==> src/rtl/msg_pkg.sv <==
// -----------------------------------------------------------------------------
// msg_pkg
// Shared definitions for the host-link message framing, used by the transmit
// framer (msg_uart_tx) and the receive-side parser.
//   MSG_SYNC_BYTE     : frame sync byte (0x7E)
//   MSG_CLKS_PER_BIT  : default UART bit period in CLK cycles (57600 baud @ 100 MHz)
//   msg_state_t       : frame FSM state encoding
// Build option: MSG_TX_CHECKSUM_EN adds the ST_CSUM state.
// -----------------------------------------------------------------------------
package msg_pkg;

   localparam logic [7:0] MSG_SYNC_BYTE    = 8'h7E;
   localparam int         MSG_CLKS_PER_BIT = 1736;

   typedef enum logic [2:0] {
      ST_COLLECT = 3'd0,
      ST_SYNC    = 3'd1,
      ST_LEN     = 3'd2,
      ST_PAYLOAD = 3'd3,
`ifdef MSG_TX_CHECKSUM_EN
      ST_CSUM    = 3'd4,
`endif
      ST_DONE    = 3'd5
   } msg_state_t;

endpackage

==> src/rtl/msg_uart_tx_if.sv <==
// -----------------------------------------------------------------------------
// msg_uart_tx_if
// Valid/ready byte stream carrying a frame payload into msg_uart_tx.
//   in_data  : payload byte
//   in_valid : in_data is valid
//   in_last  : final payload byte of the frame
//   in_ready : sink accepts a byte this cycle
// Modports: master (payload source), slave (msg_uart_tx).
// -----------------------------------------------------------------------------
interface msg_uart_tx_if;
   logic [7:0] in_data;
   logic       in_valid;
   logic       in_last;
   logic       in_ready;

   modport master (output in_data, output in_valid, output in_last, input  in_ready);
   modport slave  (input  in_data, input  in_valid, input  in_last, output in_ready);
endinterface

==> src/rtl/uart_tx_byte.sv <==
// -----------------------------------------------------------------------------
// uart_tx_byte
// 8N1 serialiser, LSB first: start bit, 8 data bits, stop bit, each held
// CLKS_PER_BIT cycles.
//   CLK, reset : clock, synchronous active-high reset
//   tx_byte    : byte to send, captured when start is honoured
//   start      : load tx_byte; honoured when idle or in the last stop-bit cycle
//   tx         : serial line, idle high
//   byte_done  : high during the final cycle of the stop bit
// Starting in the byte_done cycle gives back-to-back bytes with no idle gap.
// -----------------------------------------------------------------------------
module uart_tx_byte #(
   parameter int CLKS_PER_BIT = msg_pkg::MSG_CLKS_PER_BIT
) (
   input  logic       CLK,
   input  logic       reset,
   input  logic [7:0] tx_byte,
   input  logic       start,
   output logic       tx,
   output logic       byte_done
);

   localparam int               CNT_W    = (CLKS_PER_BIT > 1) ? $clog2(CLKS_PER_BIT) : 1;
   localparam logic [CNT_W-1:0] CNT_LAST = CNT_W'(CLKS_PER_BIT - 1);

   logic             active;
   logic [CNT_W-1:0] cnt;
   logic [3:0]       bit_idx;   // 0 start, 1..8 data, 9 stop
   logic [8:0]       shreg;     // remaining data bits with the stop bit on top
   logic             load;
   logic             bit_end;

   assign bit_end   = active && (cnt == CNT_LAST);
   assign byte_done = bit_end && (bit_idx == 4'd9);
   assign load      = start && (!active || byte_done);

   always_ff @(posedge CLK) begin
      if (reset) begin
         active  <= 1'b0;
         tx      <= 1'b1;
         cnt     <= '0;
         bit_idx <= '0;
      end else if (load) begin
         active  <= 1'b1;
         tx      <= 1'b0;
         cnt     <= '0;
         bit_idx <= '0;
      end else if (active) begin
         if (bit_end) begin
            cnt <= '0;
            if (bit_idx == 4'd9) begin
               active <= 1'b0;
               tx     <= 1'b1;
            end else begin
               bit_idx <= bit_idx + 4'd1;
               tx      <= shreg[0];
            end
         end else begin
            cnt <= cnt + 1'b1;
         end
      end
   end

   always_ff @(posedge CLK) begin
      if (load)
         shreg <= {1'b1, tx_byte};
      else if (bit_end && (bit_idx != 4'd9))
         shreg <= {1'b0, shreg[8:1]};
   end

endmodule

==> src/rtl/msg_uart_tx.sv <==
// -----------------------------------------------------------------------------
// msg_uart_tx
// Response-path framer: buffers a payload from a valid/ready stream, then sends
// 0x7E, length, payload and (optionally) an XOR checksum as one 8N1 frame.
//   CLK, reset  : clock, synchronous active-high reset
//   in_if       : payload stream (slave side of msg_uart_tx_if)
//   ct_UartTx   : serial line, idle high
//   busy        : frame being transmitted
//   frame_done  : one-cycle pulse after the final stop bit
// Build option: MSG_TX_CHECKSUM_EN appends the checksum byte; LEN = N+1.
// -----------------------------------------------------------------------------
module msg_uart_tx
   import msg_pkg::*;
#(
   parameter int CLKS_PER_BIT = MSG_CLKS_PER_BIT,
   parameter int MAX_PAYLOAD  = 8
) (
   input  logic           CLK,
   input  logic           reset,
   msg_uart_tx_if.slave   in_if,
   output logic           ct_UartTx,
   output logic           busy,
   output logic           frame_done
);

   localparam int               CNT_W    = $clog2(MAX_PAYLOAD + 1);
   localparam int               IDX_W    = (MAX_PAYLOAD > 1) ? $clog2(MAX_PAYLOAD) : 1;
   localparam logic [CNT_W-1:0] CNT_LAST = CNT_W'(MAX_PAYLOAD - 1);
`ifdef MSG_TX_CHECKSUM_EN
   localparam logic [7:0]       LEN_ADD  = 8'd1;
`else
   localparam logic [7:0]       LEN_ADD  = 8'd0;
`endif

   msg_state_t       state_q, state_d;
   logic [CNT_W-1:0] count_q;
   logic [IDX_W-1:0] idx_q, idx_d;
   logic [7:0]       pay_mem [MAX_PAYLOAD];
`ifdef MSG_TX_CHECKSUM_EN
   logic [7:0]       csum_q;
`endif
   logic             accept;
   logic             close;
   logic             last_idx;
   logic             start;
   logic [7:0]       tx_byte;
   logic             byte_done;

   assign accept   = (state_q == ST_COLLECT) && in_if.in_valid;
   assign close    = accept && (in_if.in_last || (count_q == CNT_LAST));
   assign last_idx = (CNT_W'(idx_q) == (count_q - 1'b1));

   assign in_if.in_ready = (state_q == ST_COLLECT);
   assign busy           = (state_q != ST_COLLECT) && (state_q != ST_DONE);
   assign frame_done     = (state_q == ST_DONE);

   // Each state launches the next byte in the byte_done cycle of the current
   // one; the sync byte launches on the closing acceptance itself.
   always_comb begin
      state_d = state_q;
      idx_d   = idx_q;
      start   = 1'b0;
      tx_byte = MSG_SYNC_BYTE;
      case (state_q)
         ST_COLLECT: begin
            if (close) begin
               state_d = ST_SYNC;
               start   = 1'b1;
            end
         end
         ST_SYNC: begin
            if (byte_done) begin
               state_d = ST_LEN;
               start   = 1'b1;
               tx_byte = 8'(count_q) + LEN_ADD;
            end
         end
         ST_LEN: begin
            if (byte_done) begin
               state_d = ST_PAYLOAD;
               idx_d   = '0;
               start   = 1'b1;
               tx_byte = pay_mem[0];
            end
         end
         ST_PAYLOAD: begin
            if (byte_done) begin
               if (last_idx) begin
`ifdef MSG_TX_CHECKSUM_EN
                  state_d = ST_CSUM;
                  start   = 1'b1;
                  tx_byte = csum_q;
`else
                  state_d = ST_DONE;
`endif
               end else begin
                  idx_d   = idx_q + 1'b1;
                  start   = 1'b1;
                  tx_byte = pay_mem[idx_d];
               end
            end
         end
`ifdef MSG_TX_CHECKSUM_EN
         ST_CSUM: begin
            if (byte_done)
               state_d = ST_DONE;
         end
`endif
         ST_DONE: state_d = ST_COLLECT;
         default: state_d = ST_COLLECT;
      endcase
   end

   always_ff @(posedge CLK) begin
      if (reset) begin
         state_q <= ST_COLLECT;
         count_q <= '0;
      end else begin
         state_q <= state_d;
         if (accept)
            count_q <= count_q + 1'b1;
         else if (state_q == ST_DONE)
            count_q <= '0;
      end
   end

   always_ff @(posedge CLK) begin
      idx_q <= idx_d;
      if (accept && !reset) begin
         pay_mem[count_q[IDX_W-1:0]] <= in_if.in_data;
`ifdef MSG_TX_CHECKSUM_EN
         csum_q <= (count_q == '0) ? in_if.in_data : (csum_q ^ in_if.in_data);
`endif
      end
   end

   uart_tx_byte #(
      .CLKS_PER_BIT (CLKS_PER_BIT)
   ) u_ser (
      .CLK       (CLK),
      .reset     (reset),
      .tx_byte   (tx_byte),
      .start     (start),
      .tx        (ct_UartTx),
      .byte_done (byte_done)
   );

endmodule

==> src/flat_wrapper.sv <==
// flat-port wrapper written by rule: the top's interface ports become plain ports
module msg_uart_tx_flat import msg_pkg::*;
#(
   parameter int CLKS_PER_BIT = MSG_CLKS_PER_BIT,
   parameter int MAX_PAYLOAD  = 8
)
  (CLK, reset, ct_UartTx, busy, frame_done, in_if_in_data, in_if_in_valid, in_if_in_last, in_if_in_ready);
  msg_uart_tx_if in_if_i ();
  input  logic CLK;
  input  logic reset;
  output logic ct_UartTx;
  output logic busy;
  output logic frame_done;
  input wire logic [$bits(in_if_i.in_data)-1:0] in_if_in_data;
  input wire logic [$bits(in_if_i.in_valid)-1:0] in_if_in_valid;
  input wire logic [$bits(in_if_i.in_last)-1:0] in_if_in_last;
  output wire logic [$bits(in_if_i.in_ready)-1:0] in_if_in_ready;
  assign in_if_i.in_data = in_if_in_data;
  assign in_if_i.in_valid = in_if_in_valid;
  assign in_if_i.in_last = in_if_in_last;
  assign in_if_in_ready = in_if_i.in_ready;
  msg_uart_tx #(.CLKS_PER_BIT(CLKS_PER_BIT), .MAX_PAYLOAD(MAX_PAYLOAD)) u_core (.CLK(CLK), .reset(reset), .in_if(in_if_i), .ct_UartTx(ct_UartTx), .busy(busy), .frame_done(frame_done));
endmodule
==> config.mk <==
export PLATFORM = sky130hd
export DESIGN_NAME = msg_uart_tx_flat
export DESIGN_NICKNAME = d
export VERILOG_FILES = /design/src/rtl/msg_pkg.sv /design/src/rtl/msg_uart_tx_if.sv /design/src/rtl/uart_tx_byte.sv /design/src/rtl/msg_uart_tx.sv /design/src/flat_wrapper.sv
export SDC_FILE = /design/constraint.sdc
export NUM_CORES = 1
export LEC_CHECK = 0
export CAP_MARGIN = 10
export CORE_ASPECT_RATIO = 0.75
export CORE_MARGIN = 2
export CORE_UTILIZATION = 60
export CTS_CLUSTER_DIAMETER = 200
export DETAILED_ROUTE_END_ITERATION = 12
export GPL_TIMING_DRIVEN = 0
export PLACE_DENSITY = 0.89
export REMOVE_ABC_BUFFERS = 1
export SKIP_CTS_REPAIR_TIMING = 1
export SYNTH_ARGS = -nofsm -noshare
export SYNTH_HDL_FRONTEND = slang
export SYNTH_SLANG_ARGS = --single-unit
==> constraint.sdc <==
create_clock -name CLK -period 4.5 [get_ports CLK]
set_input_delay 0.9 -clock CLK [delete_from_list [all_inputs] [get_ports CLK]]
set_output_delay 0.9 -clock CLK [all_outputs]
set_load 0.05 [all_outputs]
==> metrics, run 1 <==
highest fanout seen on the critical path=16; number of slew-limit violations in the final report=0; clock insertion delay at the later pin of the skew report=380 ps; cell types occupying the most area after synthesis=sky130_fd_sc_hd__edfxtp_1, sky130_fd_sc_hd__dfxtp_1, sky130_fd_sc_hd__mux4_2; Critical Path Sink Type=register; number of violations of the max-capacitance limit=0; total overflow reported by the global router=0; half-perimeter wire length after placement=5730 microns; mean cell area of the mapped netlist=13.6 sq um; filler cell count in the final layout=501; data arrival time of the worst path=3500 ps; status=finished, final reports clean; core area=0.00726 sq mm; count of cell types in the netlist=53; post-route DRC violation count=0; sinks on the clock net=100; minimum clock period=3380 ps; setup_tns=0 ps; wire length of the first global-routing pass=13500 microns; layout overhead on the synthesized area=8.95%; Max IR drop VDD=0.295 mV; Worst Setup Path Type=register to register; part of the Yosys area used for sequential elements=61.9%; critical path data required time=4630 ps; most used standard cells in the synthesized netlist=sky130_fd_sc_hd__edfxtp_1, sky130_fd_sc_hd__nor2_1, sky130_fd_sc_hd__dfxtp_1; synthesized area=0.00445 sq mm; Die Height=78.6 microns; Inserted Clock Buffers=9; via count of the first global-routing pass=2592; pre-CTS WS=879 ps; routability cong.=0.873; H-tree depth=3; root cell of the clock tree=sky130_fd_sc_hd__clkbuf_8; critical path launch point type=register; ratio of cells with drive above 1 in the final layout=15.7%; Clk pin slew, worst setup/hold paths=100 ps; cells after synthesis=328; pin count of the biggest net entering global routing=19; fraction of synthesized cell area taken by the top area cell type=50.6%; count of state elements after synthesis=100; Worst Tran Pin Value=1090 ps; maximum count of clock buffers along a single path=2; diode insertion count for antenna repair=0; initial cell density of the core=61.2%; clock tree from TritonCTS=built; count of standard-cell rows=27; drt via density=6.11; Synthesis Warnings=0; total of endpoints with negative setup slack in the final report=0; flip-flop cell with the highest count after synthesis=sky130_fd_sc_hd__edfxtp_1; power density over the cells=338 mW/mm^2; share of synthesized flip-flops with an asynchronous set or reset=0%; initial DRC count=304; antenna-violating nets left=0; cell with the most instances after synthesis=sky130_fd_sc_hd__edfxtp_1; Chip Width=103 microns; Total Die Area=0.00812 sq mm; Yosys top cell by area=sky130_fd_sc_hd__edfxtp_1; via total after detailed routing=2720; final worst-path setup slack=1120 ps; unrepaired setup endpoints after global routing=no; I/O Pins=16; wire length per cell=18.9 microns; detailed-route wire length=8400 microns; Post-synth EDFFs=75; Worst slew margin=27.2%; type of the most critical hold path=register to register; IO Port Bufs=15; total leakage power=1.55 nW; total routing usage reported by global routing=23.1%; Final Cycle Share=75.0%; Nets=358; initial antenna violation count=0; number of hold violations in the final report=0; clk_skew=13.3 ps; number of iterations in the first detailed-routing pass=6; maximum frequency from static timing analysis=296 MHz
[report_power, final]
| group | internal, mW | switching, mW | leakage (nW) | total [mW] |
|---|---|---|---|---|
| logic | 0.0359 | 0.0510 | 0.591 | 0.0869 |
| registers | 1.00 | 0.0142 | 0.875 | 1.02 |
| clock network | 0.209 | 0.323 | 0.0866 | 0.532 |
| total | 1.25 | 0.388 | 1.55 | 1.64 |
[worst max-delay path: stages (launching register included)]
cell	delay, ps
sky130_fd_sc_hd__edfxtp_1	1000
sky130_fd_sc_hd__ha_1	290
sky130_fd_sc_hd__xor2_1	640
sky130_fd_sc_hd__buf_6	230
sky130_fd_sc_hd__mux4_2	310
sky130_fd_sc_hd__mux2i_1	220
sky130_fd_sc_hd__a21oi_1	100
sky130_fd_sc_hd__o32a_1	330
[path summary, 6_finish.rpt]
check | startpoint | endpoint | slack [ps] | cells past startpoint
min reg2reg | u_core.u_ser.shreg[8] | u_core.u_ser.shreg[8] | 480 | 1
min | u_core.u_ser.shreg[8] | u_core.u_ser.shreg[8] | 480 | 1
max reg2reg | u_core.idx_q[0] | u_core.u_ser.shreg[4] | 1120 | 7
max | u_core.idx_q[0] | u_core.u_ser.shreg[4] | 1120 | 7
[state kept, by name, summed over array words and instances (netlist names)]
signal	flops
u_core.u_ser.tx	1
u_core.idx_q	3
u_core.count_q	4
u_core.u_ser.active	1
u_core.u_ser.cnt	11
u_core.u_ser.bit_idx	4
u_core.pay_mem	64
u_core.u_ser.shreg	9
u_core.state_q	3
[layout make-up]
type                    count  area [sq um]  area share, %
flip-flops and latches    100          2750           56.8
repair buffers             19           179           3.69
clock inverters             6          60.1           1.24
multi-input cells         198          1560           32.2
inverters                  12          45.0          0.930
clock buffers               9           124           2.56
well taps                 101           126           2.61
[cells in the final DEF (no fill, tap or decap), drive strengths merged, types with 3 or more instances in the layout]
master / instances
edfxtp: 75
nor2: 32
dfxtp: 25
nand2: 22
mux4: 16
clkdlybuf4s50: 15
inv: 14
nor3: 11
a21oi: 11
o21ai: 10
clkbuf: 10
xnor2: 8
xor2: 7
mux2i: 6
o22ai: 6
ha: 6
nand3: 6
mux2: 5
or3: 5
nor2b: 4
nor4: 4
nand3b: 3
nand4: 3
nor4b: 3
o221a: 3
buf: 3
[cells by family (layout without fill, tap and decap cells)]
kind of cell | Yosys count | in the layout | synth area share (%)
xor+xnor | 15 | 15 | 2.95
buf+inv | 30 | 46 | 3.07
flops | 100 | 100 | 61.9
fa+ha+maj | 6 | 6 | 1.69
compound gates | 45 | 45 | 7.34
mux | 27 | 27 | 10.7
simple gates | 105 | 105 | 12.3
[layer usage]
layer  global-route usage [%]  up-vias  share of wire [%]
met1                     32.2     1350                 44
met4                     6.32        0                1.1
met3                     7.66       11                6.2
li1                         -     1270                  -
met5                        0        -                  0
met2                     35.1       89                 48
[stage by stage]
stage | area, sq um | std cells | power [mW] | hold slack (ps) | util [%]
after CTS | 4820 | 442 | 1.64 | 489 | 66.4
after detailed placement | 4640 | 427 | 1.12 | 458 | 63.9
after global placement | 4630 | 426 | 1.12 | 443 | 63.8
final | 4840 | 445 | 1.64 | 482 | 66.7
after global routing | 4840 | 445 | 1.69 | 528 | 66.7
after floorplan | 4360 | 310 | 1.09 | 434 | -
(Power assumes the default switching activity.)
==> inputs of run 2 (changes only) <==
- clock period: 4.5 -> 3.4 ns (I/O delays scaled with it)
==> run 2 against run 1 <==
  * Worst setup slack got worse by 910 ps
  * Flip-flop and latch count is the same
  * Fmax up 6.1%
  * Register-to-register slack got worse by 910 ps
  * Non-clock buffer count rose by 2
  * Final area is 0.36% higher
  * Die area unchanged
  * Core utilization rose by 0.24 points
  * Hold slack about the same
  * Clock-buffer cell count unchanged
  * Critical path type unchanged
==> metrics, run 2 (synthesized netlist as in run 1, its figures left out) <==
Max IR drop VDD=0.390 mV (+32%); depth of the worst register-to-register path=7 (unchanged); switching power share of the total=23.7% (-0.054 points); layout overhead on the synthesized area=9.34%; total leakage power=1.56 nW (+0.50%); data arrival time of the worst path=3190 ps (-310 ps); half-perimeter wire length after placement=5730 microns (unchanged); root cell of the clock tree=sky130_fd_sc_hd__clkbuf_8; Final Cycle Share=93.6% (+19 points); minimum clock period=3180 ps (-194 ps); total of endpoints with negative setup slack in the final report=0 (unchanged); Clk pin slew, worst setup/hold paths=100 ps (about the same); highest fanout seen on the critical path=10 (-6); status=finished, final reports clean; maximum count of clock buffers along a single path=2 (unchanged); Nets=360 (+0.56%); total overflow reported by the global router=0 (unchanged); reg2reg start=u_core.count_q[1]; Chip Width=103 microns (unchanged); critical path launch point type=register; diode insertion count for antenna repair=0 (unchanged); via count of the first global-routing pass=2592 (unchanged); number of violations of the max-capacitance limit=0 (unchanged); drt via density=6.17 (+0.87%); register share of total power=62.2% (about the same); critical path data required time=3400 ps (-1230 ps); startpoint of the worst setup timing path=u_core.count_q[1]; final worst-path setup slack=217 ps (-906 ps); detailed-route wire length=8460 microns (+0.75%); sw power=512 uW (+32%); maximum frequency from static timing analysis=314 MHz (+6.1%); routability cong.=0.873 (unchanged); initial DRC count=305 (+0.33%); area occupied by multi-input gates=0.00156 sq mm (+0.16%); # placed instances=427 (unchanged); wire length of the first global-routing pass=13500 microns (unchanged); post-route DRC violation count=0 (unchanged); wire length per cell=18.9 microns (+0.30%); Worst Setup Path Type=register to register; combinational share of power=5.3% (about the same); register-to-register path setup slack=220 ps (-910 ps); clock tree from TritonCTS=built; Inserted Clock Buffers=9 (unchanged); Worst slew margin=29.8% (+2.6 points); count of standard-cell rows=27 (unchanged); FF/Latch Area=0.00275 sq mm (unchanged); clock insertion delay at the later pin of the skew report=380 ps (about the same); Total Die Area=0.00812 sq mm (unchanged); Worst Tran Pin Value=1050 ps (-38.8 ps); total routing usage reported by global routing=23.1% (unchanged); clk_skew=12.3 ps (-1.03 ps); Die Height=78.6 microns (unchanged); setup_tns=0 ps (unchanged); most frequent cells in the layout=sky130_fd_sc_hd__edfxtp_1, sky130_fd_sc_hd__nor2_1, sky130_fd_sc_hd__dfxtp_1, sky130_fd_sc_hd__nand2_1, sky130_fd_sc_hd__mux4_2; worst setup path endpoint=u_core.u_ser.shreg[4]; most common cell after layout, fill and taps aside=sky130_fd_sc_hd__edfxtp_1; ratio of cells with drive above 1 in the final layout=16.5% (+0.78 points); type of the most critical hold path=register to register; antenna-violating nets left=0 (unchanged); sinks on the clock net=100 (unchanged); clock group share of total power=32.4% (about the same); filler cell count in the final layout=497 (-0.80%); pin count of the biggest net entering global routing=19 (unchanged); number of iterations in the first detailed-routing pass=5 (-1); unrepaired setup endpoints after global routing=no; utilization of the core after routing=66.9% (+0.24 points); Critical Path Sink Type=register; power density over the cells=445 mW/mm^2 (+32%); power after layout=2.17 mW (+32%); max FFs per register=64 (unchanged); via total after detailed routing=2756 (+1.3%); initial cell density of the core=61.2% (unchanged); hold_sp=u_core.u_ser.shreg[8]; pre-CTS WS=-221 ps (-1100 ps); non-filler cells in the finished layout=447 (+0.45%); number of hold violations in the final report=0 (unchanged); H-tree depth=3 (unchanged); I/O Pins=16 (unchanged); reg2reg end=u_core.u_ser.shreg[4]; initial antenna violation count=0 (unchanged); core area=0.00726 sq mm (unchanged); number of slew-limit violations in the final report=0 (unchanged); cell internal power dissipation=1.65 mW (+32%); IO Port Bufs=15 (unchanged)
==> run 2: cell types whose count changed in the layout (fill, tap and decap cells not counted), sizes merged <==
cell,previous run,this run
buf,3,5
==> run 2: critical path: stages, from the launching register on <==
cell and delay (ps):
sky130_fd_sc_hd__dfxtp_1 560, sky130_fd_sc_hd__inv_1 140, sky130_fd_sc_hd__ha_1 210, sky130_fd_sc_hd__xor2_1 160, sky130_fd_sc_hd__or4_1 540, sky130_fd_sc_hd__a211o_1 360
sky130_fd_sc_hd__o21ai_0 410, sky130_fd_sc_hd__nand3_1 430
==> run 2: worst min path at each step <==
stage                                  to  depth (start not counted)
CTS                 u_core.u_ser.shreg[8]                          1
detailed placement  u_core.u_ser.shreg[8]                          1
finish              u_core.u_ser.shreg[8]                          1
floorplan           u_core.u_ser.shreg[8]                          1
global route          u_core.u_ser.cnt[7]                          2
global placement    u_core.u_ser.shreg[8]                          1
==> run 2: final cells by class <==
cell class / instances / area share (%)
Clock inverter: 6 / 1.24
Clock buffer: 9 / 2.55
Sequential cell: 100 / 56.6
Tap cell: 101 / 2.60
Timing Repair Buffer: 21 / 3.99
Inverter: 12 / 0.926
Multi-Input combinational cell: 198 / 32.1
==> run 2: per-stage QoR <==
stage	hold slack [ps]	area, sq um
2_1_floorplan	434	4360
3_3_place_gp	443	4630
3_5_place_dp	458	4640
4_1_cts	489	4820
5_1_grt	528	4860
6_report	482	4860
==> run 2: routing by layer <==
layer | up-vias | wire [microns] | share of wire (%) | global-route usage (%)
li1 | 1274 | - | - | -
met1 | 1358 | 3720 | 44 | 32.2
met2 | 111 | 4050 | 48 | 35.1
met3 | 13 | 576 | 6.8 | 7.66
met4 | 0 | 111 | 1.3 | 6.32
met5 | - | 0 | 0 | 0
==> run 2: power by group through the flow <==
stage,Combinational [mW],Sequential (mW),Clock (mW)
finish,0.115,1.35,0.702
global route,0.127,1.35,0.760
CTS,0.114,1.35,0.713
detailed placement,0.113,1.38,0
global placement,0.108,1.37,0
floorplan,0.0666,1.37,0
==> inputs of run 3 (changes only) <==
- CORE_MARGIN: 2 -> default
==> run 3 against run 2 <==
  * Clock power is 7.4% higher
  * Via count down 1.8%
  * Worst setup slack improved by 96 ps
  * Non-clock buffer count is 3 higher
  * Largest cell class unchanged
  * Largest power group unchanged
==> metrics, run 3 (synthesized netlist as in run 1, its figures left out) <==
clk_skew=12.3 ps (+0.0391 ps); Max IR drop VDD=0.365 mV (-6.4%); wire length per cell=18.6 microns (-1.9%); number of slew-limit violations in the final report=0 (unchanged); via count of the first global-routing pass=2624 (+1.2%); total of endpoints with negative setup slack in the final report=0 (unchanged); type of the most critical hold path=register to register; critical path data required time=3410 ps (about the same); initial DRC count=218 (-29%); clock tree from TritonCTS=built; cell internal power dissipation=1.69 mW (+2.0%); number of hold violations in the final report=0 (unchanged); crit path cell chain=inv_1 > ha_1 > xor2_1 > or4_1 > a211o_1 > o21ai_0 > nand3_1; total overflow reported by the global router=0 (unchanged); maximum frequency from static timing analysis=324 MHz (+3.1%); diode insertion count for antenna repair=0 (unchanged); filler cell count in the final layout=467 (-6.0%); detailed-route wire length=8320 microns (-1.7%); critical path launch point type=register; via total after detailed routing=2706 (-1.8%); I/O Pins=16 (unchanged); total leakage power=1.59 nW (+2.0%); total routing usage reported by global routing=23.6% (+0.46 points); largest stage delay on the critical path=580 ps (+20 ps); wire length of the first global-routing pass=13300 microns (-2.1%); sinks on the clock net=100 (unchanged); Worst Setup Path Type=register to register; Worst slew margin=34.3% (+4.6 points); clock insertion delay at the later pin of the skew report=370 ps (about the same); clock group share of total power=34.0% (+1.6 points); power density over the cells=453 mW/mm^2 (+1.6%); half-perimeter wire length after placement=5650 microns (-1.3%); minimum clock period=3090 ps (-96.1 ps); Total Die Area=0.00776 sq mm (-4.4%); number of violations of the max-capacitance limit=0 (unchanged); H-tree depth=3 (unchanged); switching power share of the total=23.9% (+0.25 points); number of iterations in the first detailed-routing pass=4 (-1); core area=0.00699 sq mm (-3.7%); count of standard-cell rows=26 (-3.7%); initial antenna violation count=0 (unchanged); antenna-violating nets left=0 (unchanged); startpoint of the worst setup timing path=u_core.count_q[1]; initial cell density of the core=63.6% (+2.4 points); most common cell after layout, fill and taps aside=sky130_fd_sc_hd__edfxtp_1; Inserted Clock Buffers=9 (unchanged); drt via density=6.04 (-2.0%); data arrival time of the worst path=3090 ps (-100 ps); root cell of the clock tree=sky130_fd_sc_hd__clkbuf_8; routability cong.=0.923 (+5.7%); Critical-path top delay cell=sky130_fd_sc_hd__dfxtp_1; most frequent cells in the layout=sky130_fd_sc_hd__edfxtp_1, sky130_fd_sc_hd__nor2_1, sky130_fd_sc_hd__dfxtp_1, sky130_fd_sc_hd__nand2_1, sky130_fd_sc_hd__mux4_2; layout overhead on the synthesized area=10.1%; Critical Path Sink Type=register; Nets=363 (+0.83%); Worst Tran Pin Value=982 ps (-68.0 ps); pin count of the biggest net entering global routing=20 (+1); utilization of the core after routing=70.0% (+3.1 points); Die Height=76.6 microns (-2.5%); IO Port Bufs=15 (unchanged); Clk pin slew, worst setup/hold paths=100 ps (about the same); max FFs per register=64 (unchanged); hold_sp=u_core.u_ser.shreg[8]; Final Cycle Share=90.8% (-2.8 points); highest fanout seen on the critical path=10 (unchanged); Chip Width=101 microns (-1.9%); unrepaired setup endpoints after global routing=no; setup_tns=0 ps (unchanged); sw power=530 uW (+3.4%); combinational share of power=5.2% (about the same); reg2reg start=u_core.count_q[1]; status=finished, final reports clean; register share of total power=60.8% (-1.4 points); post-route DRC violation count=0 (unchanged); maximum count of clock buffers along a single path=2 (unchanged); ratio of cells with drive above 1 in the final layout=17.4% (+0.95 points)
run 3: power groups by stage:
| stage | combinational [mW] | clock [mW] | sequential (mW) |
|---|---|---|---|
| 3_5_place_dp | 0.113 | 0 | 1.37 |
| 6_report | 0.115 | 0.754 | 1.35 |
| 2_1_floorplan | 0.0666 | 0 | 1.37 |
| 3_3_place_gp | 0.108 | 0 | 1.37 |
| 5_1_grt | 0.125 | 0.803 | 1.35 |
| 4_1_cts | 0.113 | 0.763 | 1.35 |
run 3: worst max-delay path: cells and delay by family (launching register included):
| kind | cells | cell delay [ps] |
|---|---|---|
| simple gates | 2 | 930 |
| buf+inv | 1 | 140 |
| fa+ha+maj | 1 | 210 |
| flops | 1 | 580 |
| xor+xnor | 1 | 160 |
| compound gates | 2 | 710 |
run 3: worst paths after layout:
path	slack (ps)	cells after the start	endpoint
min reg2reg	490	1	u_core.u_ser.shreg[8]
max	310	7	u_core.u_ser.shreg[4]
max reg2reg	310	7	u_core.u_ser.shreg[4]
min	490	1	u_core.u_ser.shreg[8]
run 3: metal layers:
layer / vias up / track usage [%] / wire length (microns)
met1: 1320 / 31.4 / 3660
met2: 93 / 36.8 / 4020
li1: 1281 / - / -
met4: 0 / 10.4 / 144
met5: - / 0 / 0
met3: 12 / 5.87 / 497
run 3: layout make-up:
class / count / area [sq um] / share of cell area (%)
Sequential cell: 100 / 2750 / 56.2
Clock inverter: 6 / 60.1 / 1.23
Clock buffer: 10 / 138 / 2.81
Timing Repair Buffer: 24 / 219 / 4.47
Inverter: 12 / 45.0 / 0.920
Tap cell: 98 / 123 / 2.50
Multi-Input combinational cell: 198 / 1560 / 31.9
run 3: stage by stage:
stage               total power [mW]  cells  hold slack, ps  cell area (sq um)  worst slack (ps)
floorplan                       1.44    310             434               4360               509
global placement                1.48    423             443               4630              -142
detailed placement              1.49    424             470               4630              -226
CTS                             2.22    440             493               4830              -229
global route                    2.28    448             525               4900               177
finish                          2.22    448             485               4900               314
